<file path="config.mk">
export PLATFORM = sky130hd
export DESIGN_NAME = interrupt_controller
export DESIGN_NICKNAME = d
export VERILOG_FILES = /design/src/rtl/interrupt_controller_pkg.sv /design/src/rtl/irq_edge_sync.sv /design/src/rtl/interrupt_controller.sv
export SDC_FILE = /design/constraint.sdc
export NUM_CORES = 1
export LEC_CHECK = 0
export CORE_MARGIN = 5
export CORE_UTILIZATION = 50
export CTS_CLUSTER_DIAMETER = 100
export DETAILED_ROUTE_END_ITERATION = 16
export GPL_TIMING_DRIVEN = 0
export PLACE_DENSITY_LB_ADDON = 0.2
export SYNTH_ARGS = -nofsm -noshare
export SYNTH_HDL_FRONTEND = slang
export SYNTH_SLANG_ARGS = --single-unit
</file>
<file path="constraint.sdc">
create_clock -name clk -period 1.8 [get_ports clk]
set_input_delay 0.18 -clock clk [delete_from_list [all_inputs] [get_ports clk]]
set_output_delay 0.18 -clock clk [all_outputs]
set_load 0.005 [all_outputs]
</file>
<file path="src/rtl/interrupt_controller_pkg.sv">
// Shared definitions for the interrupt controller: state encoding, cause codes
// and the fixed-priority arbiter used to pick the cause to present.
package interrupt_controller_pkg;

  localparam int unsigned CAUSE_W = 5;
  localparam int unsigned MAX_EXT = 8;

  // Controller state encoding
  typedef logic [1:0] state_t;
  localparam state_t StIdle    = 2'd0;
  localparam state_t StReq     = 2'd1;
  localparam state_t StService = 2'd2;

  localparam logic [CAUSE_W-1:0] CauseTimer   = 5'd7;
  localparam logic [CAUSE_W-1:0] CauseSw      = 5'd3;
  localparam logic [CAUSE_W-1:0] CauseExtBase = 5'd16;

  // Lowest priority is written first so higher-priority hits overwrite it.
  // Bit layout of elig: bit0 timer, bit1 sw, bit 2+i ext[i].
  function automatic logic [CAUSE_W-1:0] arb_cause(input logic [MAX_EXT+1:0] elig,
                                                    input int unsigned num_ext);
    logic [CAUSE_W-1:0] c;
    c = '0;
    if (elig[0]) c = CauseTimer;
    if (elig[1]) c = CauseSw;
    for (int i = int'(MAX_EXT) - 1; i >= 0; i--) begin
      if ((i < int'(num_ext)) && elig[2+i]) c = CauseExtBase + CAUSE_W'(i);
    end
    return c;
  endfunction

endpackage

</file>
<file path="src/rtl/irq_edge_sync.sv">
// Two-flop synchronizer plus rising-edge detector for one asynchronous line.
// The detector stays disarmed until the pipeline holds real post-reset
// samples, so a line already high when reset releases gives no edge.
module irq_edge_sync (
  input  logic clk,
  input  logic reset,
  input  logic async_i,
  output logic rise_o
);

  logic       sync1_q;
  logic       sync2_q;
  logic       prev_q;
  logic [2:0] warm_q;

  // Synchronizer, edge-detect history and post-reset arming shift register
  always_ff @(posedge clk or posedge reset) begin
    if (reset) begin
      sync1_q <= 1'b0;
      sync2_q <= 1'b0;
      prev_q  <= 1'b0;
      warm_q  <= 3'b000;
    end else begin
      sync1_q <= async_i;
      sync2_q <= sync1_q;
      prev_q  <= sync2_q;
      warm_q  <= {warm_q[1:0], 1'b1};
    end
  end

  assign rise_o = sync2_q & ~prev_q & warm_q[2];

endmodule

</file>
<file path="src/rtl/interrupt_controller.sv">
// Interrupt controller: collects timer, software and edge-triggered external
// sources, arbitrates by fixed priority and runs a request/service handshake
// with the core (IDLE -> REQ -> SERVICE -> IDLE).
module interrupt_controller
  import interrupt_controller_pkg::*;
#(
  parameter int unsigned NUM_EXT = 4
) (
  input  logic                 clk,
  input  logic                 reset,
  input  logic                 timer_irq,
  input  logic                 sw_irq,
  input  logic [NUM_EXT-1:0]   ext_irq,
  input  logic                 irq_enable,
  input  logic [NUM_EXT+1:0]   irq_mask,
  input  logic                 irq_ack,
  input  logic                 irq_done,
  output logic                 irq_req,
  output logic [CAUSE_W-1:0]   irq_cause,
  output logic [NUM_EXT+1:0]   irq_pending
);

  localparam int unsigned W = NUM_EXT + 2;

  logic [NUM_EXT-1:0]   ext_rise;
  logic [NUM_EXT-1:0]   ext_clr;
  logic [W-1:0]         pending_q, pending_d;
  logic [W-1:0]         eligible;
  logic [MAX_EXT+1:0]   elig_wide;
  logic                 arb_valid_q, arb_valid_d;
  logic [CAUSE_W-1:0]   arb_cause_q, arb_cause_d;
  state_t               state_q, state_d;
  logic [CAUSE_W-1:0]   cause_q, cause_d;

  for (genvar i = 0; i < int'(NUM_EXT); i++) begin : g_ext
    irq_edge_sync u_edge_sync (
      .clk    (clk),
      .reset  (reset),
      .async_i(ext_irq[i]),
      .rise_o (ext_rise[i])
    );
  end

  // Arbitration over currently eligible sources; registered before the FSM uses it
  always_comb begin
    eligible                = pending_q & irq_mask & {W{irq_enable}};
    elig_wide               = '0;
    elig_wide[W-1:0]        = eligible;
    arb_valid_d             = |eligible;
    arb_cause_d             = arb_cause(elig_wide, NUM_EXT);
  end

  // Pending update: level sources follow their inputs; ext bits latch edges,
  // clear on ack of their cause, and a simultaneous new edge wins
  always_comb begin
    for (int i = 0; i < int'(NUM_EXT); i++) begin
      ext_clr[i] = (state_q == StReq) && irq_ack && (cause_q == CauseExtBase + CAUSE_W'(i));
    end
    pending_d = {ext_rise | (pending_q[W-1:2] & ~ext_clr), sw_irq, timer_irq};
  end

  // Handshake FSM next state; cause is latched only when a request is raised
  always_comb begin
    state_d = state_q;
    cause_d = cause_q;
    case (state_q)
      StIdle: begin
        if (arb_valid_q) begin
          state_d = StReq;
          cause_d = arb_cause_q;
        end
      end
      StReq: begin
        if (irq_ack) begin
          state_d = StService;
        end else if (!irq_enable) begin
          state_d = StIdle;
        end
      end
      StService: begin
        if (irq_done) state_d = StIdle;
      end
      default: state_d = StIdle;
    endcase
  end

  // State registers with asynchronous reset
  always_ff @(posedge clk or posedge reset) begin
    if (reset) begin
      pending_q   <= '0;
      arb_valid_q <= 1'b0;
      arb_cause_q <= '0;
      state_q     <= StIdle;
      cause_q     <= '0;
    end else begin
      pending_q   <= pending_d;
      arb_valid_q <= arb_valid_d;
      arb_cause_q <= arb_cause_d;
      state_q     <= state_d;
      cause_q     <= cause_d;
    end
  end

  assign irq_req     = (state_q == StReq);
  assign irq_cause   = cause_q;
  assign irq_pending = pending_q;

endmodule

</file>
## Word level (Yosys, flattened, before mapping)

Index checks and enable logic that the tools add are counted.

- Equality and inequality tests: 9
- Muxes and demuxes: 11
- Bitwise gates (word level): 17
- Reductions and logical operators: 9

Operators by type and width:

| kind | number |
|---|---|
| 5-bit equality test (second input constant) | 4 |
| 5-bit two-way mux | 4 |
| 6-bit bitwise AND | 2 |
| 1-bit bitwise AND | 8 |
| 2-bit two-way mux | 4 |
| 3-bit two-way mux | 2 |
| 2-bit one-hot mux with 3 select lines | 1 |
| 6-bit OR reduction | 1 |
| 1-bit logical AND | 5 |
| 4-bit bitwise AND | 1 |
| 2-bit inequality test (second input constant) | 2 |
| 1-bit NOT | 4 |
| 4-bit NOT | 1 |
| 4-bit bitwise OR | 1 |
| 3-bit inequality test (second input constant) | 1 |
| 3-bit AND reduction | 1 |
| 2-bit by 1-bit equality test with 1-bit output (second input constant) | 1 |
| 2-bit equality test (second input constant) | 1 |
| 2-bit logical NOT | 1 |
| 2-bit AND reduction | 1 |

- Flip-flop bits (word level): 43
- Input bits: 17
- Output and inout port bits: 12
- Logic and storage cells: 67

## Longest topological paths before layout

Gate-level depths: netlist of the first run.

- Depth after elaboration: 8
- Gate-level depth with buffers: 4
- Depth with buffers taken out: 3

## Cells and area by module

From an unflattened synthesis of the first run, not the netlist that was laid out.

- Cells, all modules: 92
- Area, all modules: 1371.3 um2

By module, submodules not included:

| module | times used | cells each | area an instance (um2) |
|---|---|---|---|
| interrupt_controller | 1 | 56 | 705.7 |
| irq_edge_sync | 4 | 9 | 166.4 |

## Worst setup path after synthesis of the first run

No wires, ideal clock.

- Kind: flip-flop to flip-flop
- Start: register state_q[0]
- End: register cause_q[0], in the netlist irq_cause[0]
- Data arrival time: 1.073 ns
- Required time: 1.675 ns
- Slack: 0.602 ns
- Stages on the path, launching flop included: 4
- Clock period less this slack: 1.198 ns
- Path through: dfrtp_1 > buf_6 > nor3b_4 > mux2_2

- Longest elaborated chain between the ends: 2

RTL lines:

| what | line | text |
|---|---|---|
| from (decl) | interrupt_controller.sv:32 | `state_t state_q, state_d;` |
| from (signal assigned) | interrupt_controller.sv:93 | `state_q <= StIdle;` |
| from (signal assigned) | interrupt_controller.sv:99 | `state_q <= state_d;` |
| 2-bit logical NOT | interrupt_controller.sv:66 | `case (state_q)` |
| 2-bit AND reduction (no source line) | - |  |
| to (signal assigned) | interrupt_controller.sv:100 | `cause_q <= cause_d;` |
| to (decl) | interrupt_controller.sv:33 | `logic [CAUSE_W-1:0] cause_q, cause_d;` |

No other way between the ends.
A chain may end at the register's enable or synchronous reset.

## Worst setup path after layout of the first run

- Start: register state_q[1]
- End: output port irq_req

- Longest elaborated chain between the ends: 1

RTL lines:

| what | line | text |
|---|---|---|
| 2-bit by 1-bit equality test with 1-bit output | interrupt_controller.sv:104 | `assign irq_req = (state_q == StReq);` |
| to (decl) | interrupt_controller.sv:18 | `output logic irq_req,` |

No other way between the ends.

==> results.ini, run 1 <==
[run_status]
status = completed

[worst_setup_path]
crit_buf_inv = 1
crit_chain = and2b_2 > clkdlybuf4s50_1
r2r-start = state_q[1]$_DFFE_PP0P_
crit_required_ns = 1.62
startpoint = state_q[1]$_DFFE_PP0P_
slowest_delay_ns = 0.49
worstPathArrival_ns = 1.50
path_class = flip-flop to output port
slowest_stage = clkdlybuf4s50_1
path_max_fanout = 5
cp_top_family = buffers and inverters
start_kind = flip-flop
endpoint_kind = output port

[grt]
antenna_found_initial = 0
overflow = 0
grt_pass1_vias = 738
grt_max_degree = 33
track_usage = 0.140
grt_pass1_wl_um = 3420

[logic_synthesis]
ys_ff_latch = 32
synth_top_area_cell = dfrtp_1
yosys_warnings = 0
synthDistinctLibCells = 27
post-synth-top-area-fraction = 0.710
synth.area.top_cells = dfrtp_1 71%, mux2_2 4.0%, a32o_1 2.7%
postSynthCellCount = 79
ys_seq_area_frac = 0.710
synth_fp_nets = 96
syn_area_um2 = 1130
synth.avg_cell_area_um2 = 14.3

[sta]
finalCriticalPeriod_ns = 1.68
timing.fmax_mhz = 597
skew_ns = 0.0119
rsz0062_at_grt = no
slew_violations = 0
tightest_slew_ns = 1.14
period_share = 0.931
setup_viol = 0
setup_ws_ns = 0.124
slew_headroom = 0.242
hold_viol = 0
tns_ns = 0

[floorplanning]
die_w_um = 57.5
num_rows = 17
io_pins = 29
fp.dieH_um = 57.5
floorplan.initialDensity = 0.515
dieArea_um2 = 3300
core_um2 = 2190

[power]
finalPower_mw = 1.79
leakage_nw = 0.669
vdd_ir_drop_max_mv = 1.06
powerDensity_nw_per_um2 = 1180

[drt]
wl_per_cell_um = 13.8
drc = 0
drt_first_pass_iters = 4
dr_total_vias = 699
dr.first_iter.drc_count = 16
ant_nets = 0
routed_via_density = 4.92
drt_wl_total_um = 1960

[clocking]
cts_buffer_depth = 2
cts_max_level = 2
clkSlewWorstSetupHoldPaths_ns = 0.10
insertion_delay_ns = 0.32
numCtsBuffers = 5
post_cts_resize_count = 0
cts_tree = done
clkSinkCount = 32
cts.root.buffer_cell = clkbuf_4
hold_buffers = 0
post-cts-setup-buffer-count = 0

[cells_and_area]
mostFrequentLayoutCell = dfrtp_1
drive_above_1_share = 0.140
n_antenna_cell = 0
layout_common_cells = 32 x dfrtp_1, 27 x clkdlybuf4s50_1, 7 x nand2_1
final_nets = 130
syn_to_final_growth_pct = 33.9

[job]
drv_cap = 0

[worst_hold_path]
hp-start = ext_irq[0]
hold_path.class = input port to flip-flop

[placement]
dp_hpwl_um = 1470
pre_cts_slack_ns = 0.202
gp_congestion = 0.693
io_buffers = 27

[cell families after synthesis]
kind of cell | count (synthesis) | synth area share
muxes | 4 | 0.0400
other | 2 | 0.00666
DFF | 32 | 0.710
and+or+nand+nor | 23 | 0.131
AOI/OAI and AO/OA | 11 | 0.0788
buffers and inverters | 7 | 0.0333
[sequential cells by signal (all words and copies together) (netlist names)]
name,cells
g_ext.u_edge_sync.warm_q,3
g_ext.u_edge_sync.sync1_q,4
arb_valid_q,1
g_ext.u_edge_sync.sync2_q,4
irq_cause,4
g_ext.u_edge_sync.prev_q,4
arb_cause_q,4
state_q,2
irq_pending,6
[path summary, 6_finish.rpt]
kind	end	slack, ns	cells past startpoint
min in group asynchronous	arb_cause_q[1]$_DFF_PP0_	0.47	2
max in group asynchronous	g_ext[1].u_edge_sync.sync1_q$_DFF_PP0_	0.64	2
min	g_ext[0].u_edge_sync.sync1_q$_DFF_PP0_	0.28	1
max reg2reg	irq_pending[3]$_DFF_PP0_	0.50	3
max	irq_req	0.12	2
min reg2reg	g_ext[2].u_edge_sync.sync2_q$_DFF_PP0_	0.36	0
[per-stage QoR]
step | cell area [um2] | cells | utilization | hold slack, ns
floorplan | 1130 | 79 | - | 0.211
CTS | 1510 | 142 | 0.689 | 0.270
global route | 1510 | 142 | 0.689 | 0.258
finish | 1510 | 142 | 0.689 | 0.284
detailed placement | 1430 | 134 | 0.654 | 0.336
global placement | 1430 | 134 | 0.654 | 0.332
[cells in the mapped netlist, drive strengths merged]
cell type	instances
nand2b	1
and2b	1
and2	1
buf	2
a221oi	1
nand2	7
nand4	2
and4bb	1
dfrtp	32
o21ai	1
a32o	3
or2b	1
o21a	1
nand3b	1
inv	5
a311oi	1
conb	2
nor2	2
nor3b	1
mux2	4
and3	1
nand3	2
o2bb2ai	1
a21oi	1
nand4b	2
a22oi	2
[routing by layer]
layer / vias to the layer above / wire (um) / track usage
met2: 16 / 1030 / 0.237
met3: 3 / 123 / 0.0701
li1: 337 / - / -
met4: 0 / 23 / 0.0397
met5: - / 0 / 0
met1: 343 / 788 / 0.154
[layout make-up]
cell class	count	area (um2)
timing repair buffer	27	270
fill	157	682
multi-input combinational	40	289
inverter	5	18.8
buffer	2	18.8
tap	28	35.0
sequential	32	801
clock buffer	6	41.3
clock inverter	2	35.0
[worst reg2reg max path, delay by kind of cell (launching register included)]
family | cells | cell delay (ns)
compound gates | 1 | 0.22
flops | 1 | 0.45
simple gates | 2 | 0.52
[where the power goes]
part	switching [mW]	internal [mW]
clock	0.222	0.291
combinational	0.136	0.246
sequential	0.0768	0.813
total	0.435	1.35
Power figures use the tool's default switching activity.
==> inputs of run 2 (changes only) <==
--- a/config.mk
+++ b/config.mk
@@ -6,7 +6,8 @@
 export NUM_CORES = 1
 export LEC_CHECK = 0
 export CORE_MARGIN = 5
-export CORE_UTILIZATION = 50
+export CORE_UTILIZATION = 53
+export CTS_BUF_LIST = sky130_fd_sc_hd__clkbuf_2 sky130_fd_sc_hd__clkbuf_4 sky130_fd_sc_hd__clkbuf_8
 export CTS_CLUSTER_DIAMETER = 100
 export DETAILED_ROUTE_END_ITERATION = 16
 export GPL_TIMING_DRIVEN = 0
==> results.ini, run 2 (same netlist as run 1, synthesis figures left out) <==
[floorplanning]
fp.dieH_um = 56.1  ; was 57.5 um
core_um2 = 2000  ; was 2190 um2
io_pins = 29  ; unchanged
floorplan.initialDensity = 0.563  ; was 0.515
num_rows = 16  ; was 17
die_w_um = 56.1  ; was 57.5 um
dieArea_um2 = 3150  ; was 3300 um2

[worst_hold_path]
hold_path.class = input port to flip-flop  ; unchanged
whs_path_depth = 1  ; unchanged
hp-start = ext_irq[2]  ; was ext_irq[0]
worstHoldEndpoint = g_ext[2].u_edge_sync.sync1_q$_DFF_PP0_  ; was g_ext[0].u_edge_sync.sync1_q$_DFF_PP0_

[cells_and_area]
final_nets = 130  ; unchanged
layout_common_cells = 32 x dfrtp_1, 27 x clkdlybuf4s50_1, 7 x nand2_1  ; unchanged
regArea_um2 = 801  ; unchanged
largest_reg_flops = 6  ; unchanged
syn_to_final_growth_pct = 35.4  ; was 33.9%
fillers = 124  ; was 157
multi_input_area_um2 = 289  ; unchanged
mostFrequentLayoutCell = dfrtp_1  ; unchanged
drive_above_1_share = 0.149  ; was 0.140
final_area_um2 = 1530  ; was 1510 um2
final_util = 0.763  ; was 0.689
n_antenna_cell = 0  ; unchanged

[clocking]
cts_buffer_depth = 2  ; unchanged
clkSlewWorstSetupHoldPaths_ns = 0.11  ; was 0.10 ns
cts.root.buffer_cell = clkbuf_4  ; unchanged
clkSinkCount = 32  ; unchanged
post-cts-setup-buffer-count = 0  ; unchanged
post_cts_resize_count = 0  ; unchanged
cts_max_level = 2  ; unchanged
numCtsBuffers = 5  ; unchanged
cts_tree = done  ; unchanged
insertion_delay_ns = 0.33  ; was 0.32 ns
hold_buffers = 0  ; unchanged

[grt]
grt_pass1_wl_um = 3280  ; was 3420 um
grt_pass1_vias = 714  ; was 738
track_usage = 0.143  ; was 0.140
grt_max_degree = 33  ; unchanged
antenna_found_initial = 0  ; unchanged
overflow = 0  ; unchanged

[sta]
setup_viol = 0  ; unchanged
period_share = 0.930  ; was 0.931
rsz0062_at_grt = no  ; unchanged
tightest_slew_ns = 1.14  ; about the same
slew_headroom = 0.241  ; was 0.242
tns_ns = 0  ; unchanged
timing.fmax_mhz = 598  ; was 597 MHz
hold_slack_ns = 0.270  ; was 0.284 ns
finalCriticalPeriod_ns = 1.67  ; was 1.68 ns
skew_ns = 0.0216  ; was 0.0119 ns
hold_viol = 0  ; unchanged
slew_violations = 0  ; unchanged

[placement]
io_buffers = 27  ; unchanged
gp_congestion = 0.748  ; was 0.693
dp_hpwl_um = 1460  ; was 1470 um
placed_cell_area_um2 = 1430  ; about the same

[drt]
drt_first_pass_iters = 4  ; unchanged
drt_wl_total_um = 2010  ; was 1960 um
ant_nets = 0  ; unchanged
wl_per_cell_um = 14.3  ; was 13.8 um
dr_total_vias = 736  ; was 699
dr.first_iter.drc_count = 17  ; was 16
drc = 0  ; unchanged
routed_via_density = 5.22  ; was 4.92

[power]
leakage_nw = 0.678  ; was 0.669 nW
vdd_ir_drop_max_mv = 1.00  ; was 1.06 mV
powerDensity_nw_per_um2 = 1230  ; was 1180 nW/um2

[worst_setup_path]
r2r_end = irq_cause[1]$_DFFE_PP0P_  ; was irq_pending[3]$_DFF_PP0_
endpoint_kind = output port  ; unchanged
path_class = flip-flop to output port  ; unchanged
reg2reg_slack_ns = 0.50  ; about the same
path_max_fanout = 5  ; unchanged
start_kind = flip-flop  ; unchanged
crit_required_ns = 1.62  ; about the same
r2r-start = state_q[0]$_DFFE_PP0P_  ; was state_q[1]$_DFFE_PP0P_
worstRegToRegCells = 3  ; unchanged
worstPathArrival_ns = 1.49  ; was 1.50 ns

[job]
drv_cap = 0  ; unchanged

[run_status]
status = completed  ; unchanged

[run 2: changes by cell type in the layout (fill, tap and decap cells not counted)]
cell and change:
clkbuf_8 +2, clkinv_2 -1, clkbuf_1 -1
[run 2: metrics by stage]
| step | setup slack (ns) | total power [mW] | std cells |
|---|---|---|---|
| 4_1_cts | 0.0983 | 1.90 | 141 |
| 6_report | 0.127 | 1.88 | 141 |
| 3_3_place_gp | 0.260 | 1.28 | 133 |
| 3_5_place_dp | 0.213 | 1.29 | 133 |
| 5_1_grt | 0.0394 | 1.98 | 141 |
| 2_1_floorplan | 0.602 | 1.08 | 79 |
[run 2: final cells by class]
type                       instances  share of cell area
sequential                        32               0.525
multi-input combinational         40               0.189
timing repair buffer              27               0.177
clock buffer                       7              0.0426
tap                               27              0.0221
clock inverter                     1              0.0197
buffer                             2              0.0123
inverter                           5              0.0123
[run 2: routing by layer]
| layer | vias up | wire [um] | track usage |
|---|---|---|---|
| met5 | - | 0 | 0 |
| met4 | 0 | 31 | 0.0508 |
| met3 | 5 | 152 | 0.0858 |
| met2 | 30 | 985 | 0.217 |
| met1 | 360 | 844 | 0.166 |
| li1 | 341 | - | - |
[run 2: worst max-delay path, stage by stage (launching register included)]
cell and delay, ns:
dfrtp_1 0.44, and2b_2 0.24, clkdlybuf4s50_1 0.49
[run 2: how the worst max path moves through the flow]
stage	depth (start not counted)	to	start
global route	2	irq_req	state_q[1]$_DFFE_PP0P_
detailed placement	2	g_ext[2].u_edge_sync.prev_q$_DFF_PP0_	reset
global placement	2	irq_pending[4]$_DFF_PP0_	reset
floorplan	3	irq_cause[0]$_DFFE_PP0P_	state_q[0]$_DFFE_PP0P_
CTS	2	irq_req	state_q[1]$_DFFE_PP0P_
finish	2	irq_req	state_q[1]$_DFFE_PP0P_
[run 2: where the power goes]
group | internal (mW) | total [mW] | leakage, nW | switching [mW]
clock network | 0.369 | 0.601 | 0.0515 | 0.232
registers | 0.813 | 0.896 | 0.378 | 0.0825
logic | 0.246 | 0.380 | 0.249 | 0.134
total | 1.43 | 1.88 | 0.678 | 0.449
==> edit 1, RTL diff (settings of run 1) <==
Put one more register stage on the output `irq_cause`. The value now appears one clock later. The other outputs are not delayed to match.
--- a/src/rtl/interrupt_controller.sv
+++ b/src/rtl/interrupt_controller.sv
@@ -103,5 +103,7 @@
 
   assign irq_req     = (state_q == StReq);
-  assign irq_cause   = cause_q;
+  always_ff @(posedge clk) begin
+    irq_cause <= cause_q;
+  end
   assign irq_pending = pending_q;
 
Function: changed (Yosys sat finds a counterexample within 4 cycles, from zero or initial values and one cycle with reset high).
==> edit 1 against run 1 <==
- design area grew 3.2%
- worst setup slack gained 0.042 ns
- synthesized area grew 5.7%
- sequential cell count grew 4
- critical path depth is the same
- wire length grew 8.4%
- hold slack gained 0.014 ns
- power is essentially flat
==> edit 1: results (changes against run 1) <==
[yosys]
synth_area_leaders = dfrtp_1 (67%), dfxtp_1 (6.7%), nand2_1 (3.5%)
synthDistinctLibCells = 23  ; -15%
synthArstFlopShare = 0.889  ; -0.111
yosys-top-cells-count = dfrtp_1 (32), nand2_1 (11)
synth_nets = 101  ; +5.2%
synth_top_area_share = 0.672  ; -0.0381
yosysSeqAreaShare = 0.739  ; +0.0292
synth_warnings = 0  ; unchanged

[grt]
grt_pass1_vias = 852  ; +15%
grt_antenna_before_repair = 0  ; unchanged
grt_usage = 0.149  ; +0.00900
grt_pass1_wl_um = 3760  ; +9.9%
grt_max_degree = 33  ; unchanged

[worst_setup_path]
rr_startpoint = irq_pending[1]
startpoint = state_q[0]
reg2reg_to = arb_cause_q[0]
reg2reg_depth = 3  ; unchanged
reg2reg_slack_ns = 0.53  ; +0.03 ns
critPathCapture = irq_req
worstPathArrival_ns = 1.45  ; -0.05 ns
cp_max_fo = 6  ; +1

[clock_network]
cts_hold_buf = 0  ; unchanged
cts.repair.resized = 0  ; unchanged
cts_max_level = 2  ; unchanged
cts_buffers = 5  ; unchanged
cts_root_buffer = clkbuf_4
cts_setup_buffers = 0  ; unchanged
clkTransAtPathRegs_ns = 0.09
clock_latency_ns = 0.32  ; about the same
clockBufferDepth = 2  ; unchanged

[final_layout]
drive_above_1_share = 0.0840  ; -0.0563
nNetsFinal = 135  ; +3.8%
largest_register_ffs = 6  ; unchanged
fill_cells = 159  ; +1.3%
diodes = 0  ; unchanged

[timing]
finClkSkew_ns = 0.0113  ; -0.000606 ns
max_slew.worst_pin.slew_ns = 1.14  ; +0.00636 ns

[routing]
drtPass1Iterations = 4  ; unchanged
avgRoutedWirePerCell_um = 14.5  ; +4.7%
drtIter0Drc = 14  ; -2
vias_per_cell = 5.24  ; +6.5%

[hold_path]
min_path_type = input port to flip-flop

[power_and_ir_drop]
leakage_nw = 0.667  ; -0.22%
vdd_drop_max_mv = 0.829  ; -22%

[place]
place_congestion = 0.819  ; +18%
dp_hpwl_um = 1650  ; +12%
port_buffers = 27  ; unchanged
placed_area_sq_mm = 0.00150  ; +4.5%

[run_status]
status = finished, final reports clean

[edit 1: worst min-delay path by stage]
stage / slack, ns / end / start / depth (start not counted)
floorplan: 0.21 / g_ext[0].u_edge_sync.sync1_q / ext_irq[0] / 0
global placement: 0.33 / g_ext[3].u_edge_sync.sync2_q / g_ext[3].u_edge_sync.sync1_q / 0
detailed placement: 0.34 / g_ext[0].u_edge_sync.warm_q[1] / g_ext[1].u_edge_sync.warm_q[0] / 0
CTS: 0.28 / g_ext[2].u_edge_sync.sync1_q / ext_irq[2] / 1
global route: 0.28 / g_ext[3].u_edge_sync.sync1_q / ext_irq[3] / 1
finish: 0.30 / irq_pending[0] / timer_irq / 1
[edit 1: worst max-delay path: stages (launching register included)]
cell             delay [ns]
dfrtp_2                0.44
nor2b_1                0.18
clkdlybuf4s50_1        0.52
[edit 1: area by class of cell]
class                           count  area [sq um]  area share
Timing Repair Buffer               27           270       0.174
Tap cell                           28          35.0      0.0225
Clock buffer                        8          58.8      0.0378
Inverter                            3          11.3     0.00723
Multi-Input combinational cell     44           292       0.187
Sequential cell                    36           882       0.567
Buffer                              1          7.51     0.00482
[edit 1: logic make-up after synthesis]
kind of cell    count (synthesis)  share of synthesized area
other cells                     2                    0.00630
flops                          36                      0.740
buf+inv                         4                     0.0158
mux                             2                     0.0189
compound gates                 18                      0.105
simple gates                   22                      0.114
[edit 1: where the power goes]
group / switching, mW / internal [mW]
combinational: 0.129 / 0.203
sequential: 0.101 / 0.929
clock: 0.229 / 0.193
[edit 1: per-stage QoR]
step | setup WS (ns) | std cells
after floorplan | 0.638 | 84
after global placement | 0.253 | 139
after CTS | 0.0698 | 147
after global routing | 0.0578 | 147
after detailed placement | 0.223 | 139
final | 0.166 | 147
[edit 1: routing by layer]
layer / GRT usage / wire length (um) / vias to the layer above / share of wire
met2: 0.240 / 1130 / 33 / 0.53
li1: - / - / 365 / -
met1: 0.171 / 810 / 366 / 0.38
met5: 0 / 0 / - / 0
met4: 0.0874 / 54 / 0 / 0.025
met3: 0.0504 / 134 / 7 / 0.063
==> edit 2, RTL diff (config.mk and constraints of run 1) <==
Made on the original files. The parameter `NUM_EXT` goes from 4 to 8.
--- a/src/rtl/interrupt_controller.sv
+++ b/src/rtl/interrupt_controller.sv
@@ -5,5 +5,5 @@
   import interrupt_controller_pkg::*;
 #(
-  parameter int unsigned NUM_EXT = 4
+  parameter int unsigned NUM_EXT = 8
 ) (
   input  logic                 clk,
Ports: changed (resized ext_irq, irq_mask and irq_pending); port bits go from 29 to 41. No check against the original RTL was run, so the function may have changed too.
==> edit 2 against run 1 <==
- sequential cell count up 16
- count of clock-buffer cells in the layout down 1
- power up 59%
- critical path depth unchanged
- utilization down 0.53 points
- maximum frequency down 3.8%
- synthesized area up 49%
- worst setup slack worse by 0.066 ns
- critical path type unchanged
- combinational power up 73%
- design area up 49%
- wire length up 64%
- clock power up 45%
- largest cell class unchanged
==> edit 2: results (changes against run 1) <==
[run_status]
status = finished, final reports clean

[place]
port_buffers = 38  ; +41%
dp_cells = 208  ; +55%
post-place-ws_ns = 0.338  ; +0.136 ns
dp_hpwl_um = 2390  ; +62%

[hold_path]
holdPathStages = 3  ; +2
hp-start = irq_enable

[routing]
routed-wl-met2_um = 1700  ; +66%
drtIter0Drc = 35  ; +19
avgRoutedWirePerCell_um = 14.9  ; +7.9%
wl_met3_um = 171  ; +39%
wl_met1_um = 1280  ; +62%
postRouteWirelength_um = 3220  ; +64%

[final_layout]
largest_register_ffs = 10  ; +4
fin_area_sq_mm = 0.00224  ; +49%
fill_cells = 248  ; +58%
nNetsFinal = 195  ; +50%
drive_above_1_share = 0.0824  ; -0.0580

[grt]
grt.met1_usage = 0.185  ; +0.0314
grt_use_met2 = 0.268  ; +0.0313

[yosys]
synthDistinctLibCells = 29  ; +7.4%
synth_nets = 148  ; +54%

[clock_network]
clock_latency_ns = 0.36  ; +0.04 ns

[power_and_ir_drop]
vdd_drop_max_mv = 0.660  ; -38%

[timing]
finClkSkew_ns = 0.0129  ; +0.000958 ns

[worst_setup_path]
reg2reg_to = irq_pending[6]

-- edit 2: changes by cell type after synthesis, sizes merged, moves of 3 or more --
cell | run 1 | this run
a22o | 0 | 7
a32o | 3 | 0
dfrtp | 32 | 48
inv | 5 | 1
nand2 | 7 | 18
nand3b | 1 | 9
o21ai | 1 | 7
o31ai | 0 | 4
-- edit 2: worst min-delay path, stage by stage --
cell	delay [ns]
buf_2	0.15
nand2_1	0.07
a311oi_1	0.04
-- edit 2: logic make-up (layout without fill, tap and decap cells) --
family / Yosys count / in the layout
buf+inv: 4 / 51
mux: 4 / 4
simple gates: 40 / 40
other cells: 2 / 2
flops: 48 / 48
compound gates: 25 / 25
-- edit 2: timing repair --
action                                  in CTS  in global routing
hold buffers                                 1                  0
hold endpoints to repair                     3                  0
gates resized for setup                      0                  1
endpoints found under the setup margin       0                  1
-- edit 2: power by group through the flow --
stage	clock (mW)	sequential, mW	combinational, mW
after floorplan	0	1.40	0.312
after global placement	0	1.43	0.640
after detailed placement	0	1.44	0.661
after CTS	0.762	1.42	0.670
after global routing	0.814	1.45	0.723
final	0.744	1.43	0.661
-- edit 2: how the worst max path moves through the flow --
stage	startpoint	end	slack, ns	cells after the start
global placement	reset	irq_pending[3]	-0.31	2
floorplan	reset	arb_cause_q[0]	0.48	1
global route	state_q[0]	irq_req	-0.04	2
CTS	state_q[1]	irq_req	0.06	2
finish	state_q[0]	irq_req	0.06	2
detailed placement	irq_ack	irq_pending[6]	0.34	4
-- edit 2: area by class of cell --
| type | instances | area share |
|---|---|---|
| flip-flops and latches | 48 | 0.536 |
| multi-input cells | 71 | 0.203 |
| repair buffers | 40 | 0.183 |
| clock inverters | 2 | 0.0268 |
| well taps | 46 | 0.0256 |
| clock buffers | 5 | 0.0167 |
| plain buffers | 3 | 0.00725 |
| inverters | 1 | 0.00167 |
